File: config.mk
export PLATFORM = sky130hd
export DESIGN_NAME = serial_cla_subtractor
export DESIGN_NICKNAME = d
export VERILOG_FILES = /design/src/rtl/serial_cla_subtractor.sv
export SDC_FILE = /design/constraint.sdc
export NUM_CORES = 1
export LEC_CHECK = 0
export CORE_MARGIN = 2
export CORE_UTILIZATION = 53
export CTS_BUF_LIST = sky130_fd_sc_hd__clkbuf_2 sky130_fd_sc_hd__clkbuf_4 sky130_fd_sc_hd__clkbuf_8
export DETAILED_ROUTE_END_ITERATION = 8
export PLACE_DENSITY = 0.87
export SLEW_MARGIN = 10
export SYNTH_ARGS = -nofsm -noshare
export SYNTH_HDL_FRONTEND = slang
export SYNTH_SLANG_ARGS = --single-unit
File: constraint.sdc
create_clock -name clk -period 3.67 [get_ports clk]
set_input_delay 1.101 -clock clk [delete_from_list [all_inputs] [get_ports clk]]
set_output_delay 1.101 -clock clk [all_outputs]
set_load 0.02 [all_outputs]
File: src/rtl/serial_cla_subtractor.sv
// Multi-cycle subtractor: diff = a - b, one 4-bit lookahead slice per clock, LSB slice first.
// Valid/ready on both sides; the result holds in DONE until the consumer takes it.
module serial_cla_subtractor #(
  parameter int WIDTH = 16
) (
  input  logic             clk,
  input  logic             rst_n,
  input  logic             in_valid,
  output logic             in_ready,
  input  logic [WIDTH-1:0] a,
  input  logic [WIDTH-1:0] b,
  output logic             out_valid,
  input  logic             out_ready,
  output logic [WIDTH-1:0] diff,
  output logic             borrow,
  output logic             overflow,
  output logic             zero
);

  localparam int NSLICE = WIDTH / 4;
  localparam int CntW   = (NSLICE > 1) ? $clog2(NSLICE) : 1;

  typedef enum logic [1:0] {StIdle, StRun, StDone} state_e;

  state_e            r_state, w_state_next;
  logic [WIDTH-1:0]  r_a, r_b, r_diff;
  logic [CntW-1:0]   r_cnt;
  logic              r_carry;
  logic              r_out_valid, r_borrow, r_overflow, r_zero;

  logic              w_in_xfer, w_out_xfer, w_last;
  logic [CntW+1:0]   w_sh;
  logic [3:0]        w_a_sl, w_nb_sl, w_p, w_g, w_sum;
  logic              w_c0, w_c1, w_c2, w_c3, w_gp, w_gg;
  logic [WIDTH-1:0]  w_diff_next;

  assign w_in_xfer  = in_valid & in_ready;
  assign w_out_xfer = r_out_valid & out_ready;
  assign w_last     = (r_cnt == CntW'(NSLICE - 1));

  // Slice selection from the latched operands; subtrahend inverted for a + ~b + 1.
  assign w_sh    = {r_cnt, 2'b00};
  assign w_a_sl  = 4'(r_a >> w_sh);
  assign w_nb_sl = ~4'(r_b >> w_sh);
  assign w_p     = w_a_sl ^ w_nb_sl;
  assign w_g     = w_a_sl & w_nb_sl;

  // Two-level lookahead: bit carries for the sum, group propagate/generate for carry-out.
  assign w_c0 = w_g[0] | (w_p[0] & r_carry);
  assign w_c1 = w_g[1] | (w_p[1] & w_g[0]) | (w_p[1] & w_p[0] & r_carry);
  assign w_c2 = w_g[2] | (w_p[2] & w_g[1]) | (w_p[2] & w_p[1] & w_g[0])
              | (w_p[2] & w_p[1] & w_p[0] & r_carry);
  assign w_gp = &w_p;
  assign w_gg = w_g[3] | (w_p[3] & w_g[2]) | (w_p[3] & w_p[2] & w_g[1])
              | (w_p[3] & w_p[2] & w_p[1] & w_g[0]);
  assign w_c3 = w_gg | (w_gp & r_carry);

  assign w_sum = w_p ^ {w_c2, w_c1, w_c0, r_carry};

  always_comb begin
    w_diff_next = (r_diff & ~(WIDTH'(4'hF) << w_sh)) | (WIDTH'(w_sum) << w_sh);
  end

  // State register.
  always_ff @(posedge clk or negedge rst_n) begin
    if (!rst_n) r_state <= StIdle;
    else        r_state <= w_state_next;
  end

  // Next-state logic.
  always_comb begin
    w_state_next = r_state;
    unique case (r_state)
      StIdle: if (in_valid) w_state_next = StRun;
      StRun:  if (w_last) w_state_next = StDone;
      StDone: begin
        if (out_ready) w_state_next = in_valid ? StRun : StIdle;
      end
      default: w_state_next = StIdle;
    endcase
  end

  // Output logic; DONE accepts on the same edge the result is consumed.
  always_comb begin
    in_ready = 1'b0;
    if (rst_n) begin
      in_ready = (r_state == StIdle) | ((r_state == StDone) & out_ready);
    end
  end

  always_ff @(posedge clk or negedge rst_n) begin
    if (!rst_n) begin
      r_a         <= '0;
      r_b         <= '0;
      r_diff      <= '0;
      r_cnt       <= '0;
      r_carry     <= 1'b0;
      r_out_valid <= 1'b0;
      r_borrow    <= 1'b0;
      r_overflow  <= 1'b0;
      r_zero      <= 1'b0;
    end else begin
      if (w_out_xfer) r_out_valid <= 1'b0;
      if (w_in_xfer) begin
        r_a     <= a;
        r_b     <= b;
        r_carry <= 1'b1;
        r_cnt   <= '0;
      end else if (r_state == StRun) begin
        r_diff  <= w_diff_next;
        r_carry <= w_c3;
        r_cnt   <= r_cnt + CntW'(1);
        if (w_last) begin
          r_out_valid <= 1'b1;
          r_borrow    <= ~w_c3;
          r_overflow  <= (r_a[WIDTH-1] != r_b[WIDTH-1]) &
                         (w_diff_next[WIDTH-1] != r_a[WIDTH-1]);
          r_zero      <= (w_diff_next == '0);
        end
      end
    end
  end

  assign out_valid = r_out_valid;
  assign diff      = r_diff;
  assign borrow    = r_borrow;
  assign overflow  = r_overflow;
  assign zero      = r_zero;

endmodule

==> results.toml <==
[run_status]
status = "completed"

[routing]
wl_per_cell_um = 16.0
dr.pass1.iters = 4
vias = 1812
drt_iter0_markers = 95
final_antenna_net_count = 0
wl_um = 5350
drc = 0
vias_per_cell = 5.41

[layout]
final_cell_mix = "57 x dfrtp_1, 54 x clkdlybuf4s50_1, 29 x mux2_4"
diodes = 0
fin_cells = 335
areaGrowthSynthToFinish_pct = 25.8
layout.cells.most_common = "dfrtp_1"
layout-drive-gt1-share = 0.242
n_fill_cell = 345
final_nets = 307

[setup_path]
worstPathArrival_ns = 2.33
critPathKind = "in -> out"
crit_chain = "clkdlybuf4s50_1 > nand2b_1 > and2b_1 > and2_1 > dlygate4sd2_1"
cpMaxStageDelayCell = "clkdlybuf4s50_1"
reg2reg_to = "overflow"
startpoint = "out_ready"
cp_top_family = "buffers and inverters"
crit_end = "in_ready"
worst-path-stages = 5
critPathLaunchType = "primary input"
crit_required_ns = 2.57
r2r_cells = 7
crit_buf_inv = 2
slowest_delay_ns = 0.42
r2r_slack_ns = 0.88
worstPathMaxFanout = 2
r2r_start = "r_cnt[0]"
end_kind = "output pin"

[placement]
io_buffers = 56
globalplace.congestion = 0.838
dp_cells = 320
dp_hpwl_um = 3830

[grt]
grtUsageTotal = 0.202
grt_overflow = 0
grt_pass1_vias = 1933
grt_antenna_before_repair = 0
grt_pass1_wl_um = 9180
grt_max_degree = 58

[clocking]
cts_tree = "done"
h-tree-depth = 3
cts_hold_buf = 0
insertion_delay_ns = 0.34
cts.sinks = 57
numCtsBuffers = 9
cts_max_path_buffers = 2
clkTransAtPathRegs_ns = 0.06
clock-root-buffer = "clkbuf_8"

[synth]
ys_ff_latch = 57
synth_cell_types = 41
synth_edf_count = 0
synth_nets = 246
synthFlopType = "dfrtp_1"
synth.avg_cell_area_um2 = 14.4
ys_seq_area_frac = 0.496
syn_inst = 200
ys_warn_count = 0
synthesis.area_um2 = 2880
synthArstFlopShare = 1.00

[die]
die_h_um = 77.7
die_w_um = 77.7
initial_core_util = 0.556
die_area_um2 = 6030
core_area_um2 = 5170
ios = 57
row_count = 26

[timing]
period_share = 0.934
hold_viol = 0
min_period_ns = 3.43
rsz0062_at_grt = "false"
worst_pin_slew_ns = 0.700
skew_ns = 0.00768
final-setup-viol-count = 0
slew_violations = 0
maxSlewHeadroom = 0.534
fmax_ghz = 0.292

[power]
p_leak_nw = 1.68
power_w = 0.00397
power_density_nw_per_um2 = 1100
max-vdd-ir-drop_uv = 596

[hold_path]
hold_path.class = "reg -> reg"

[run]
cap_violations = 0
worst min-delay path by stage:
stage | endpoint | depth (start not counted) | from | slack, ns
final | zero | 2 | zero | 0.48
after global routing | r_b[10] | 1 | r_b[10] | 0.52
after CTS | zero | 2 | zero | 0.49
after detailed placement | zero | 2 | zero | 0.48
after global placement | zero | 2 | zero | 0.47
after floorplan | r_b[4] | 1 | r_b[4] | 0.46
worst reg2reg max path: cells and delay by family, from the launching register on:
family                   cells  cell delay (ns)
XOR/XNOR                     1             0.21
AO/OA/AOI/OAI                4             0.84
multiplexers                 1             0.59
adder cells (fa/ha/maj)      1             0.38
flip-flops                   1             0.70
routing by layer:
layer  global-route usage  part of all wire
met1                0.267              0.45
met2                0.304              0.48
met3               0.0581             0.049
met4                0.104             0.024
met5                    0                 0
stage by stage:
stage | hold WS [ns] | utilization | setup TNS, ns | setup WS, ns | instance area, um2
after floorplan | 0.459 | - | 0 | 0.896 | 2880
after global placement | 0.471 | 0.665 | -0.0212 | -0.0212 | 3440
after detailed placement | 0.475 | 0.665 | -0.00993 | -0.00993 | 3440
after CTS | 0.490 | 0.699 | 0 | 0.233 | 3620
after global routing | 0.516 | 0.699 | 0 | 0.183 | 3620
final | 0.482 | 0.699 | 0 | 0.242 | 3620
sequential cells by signal, indices dropped and copies added, names as in the netlist:
name       cells
diff          16
r_a           16
r_b           16
r_cnt          2
r_state        2
borrow         1
out_valid      1
overflow       1
r_carry        1
zero           1
cells by family (layout without fill, tap and decap cells):
family          after synthesis  in the layout  synth area share
compound gates               36             36            0.0975
xor+xnor                      4              4            0.0148
fa+ha+maj                    10             10            0.0461
buf+inv                      22             87            0.0527
flops                        57             57             0.496
mux                          42             42             0.233
simple gates                 29             29            0.0596
cell usage after synthesis, types with 2 or more instances:
library cell  number  share of area
mux4_2             8          0.063
nand2_1            8          0.010
buf_6              2         0.0078
o21ai_0            4         0.0070
dfrtp_1           57           0.50
nor3_1             3         0.0052
xnor2_1            3         0.0091
buf_12             3          0.021
mux2_1             3          0.012
a21oi_1            8          0.014
ha_1               9          0.039
and2b_1            2         0.0052
mux2_4            29           0.15
nand2b_1           2         0.0044
inv_1             13          0.017
nor4_1             2         0.0044
a22o_1            15          0.046
nor2_1             6         0.0078
report_power, final:
group | switching [W] | internal [W]
Clock | 0.000238 | 0.000293
Combinational | 0.00114 | 0.00109
Sequential | 0.000258 | 0.000948
Total | 0.00164 | 0.00233
layout make-up:
cell class                      instances  area (um2)  area share
Sequential cell                        57        1430       0.394
Multi-Input combinational cell        121        1300       0.359
Timing Repair Buffer                   59         577       0.159
Clock buffer                           12         165      0.0457
Tap cell                               70        87.6      0.0242
Inverter                               13        48.8      0.0135
Clock inverter                          3        15.0     0.00415
repair_timing:
action	4_1_cts	5_1_grt
resized for setup	1	0
hold endpoints to repair	0	0
buffers inserted	0	0
setup endpoints to repair	1	0
Power figures use the tool's default switching activity.
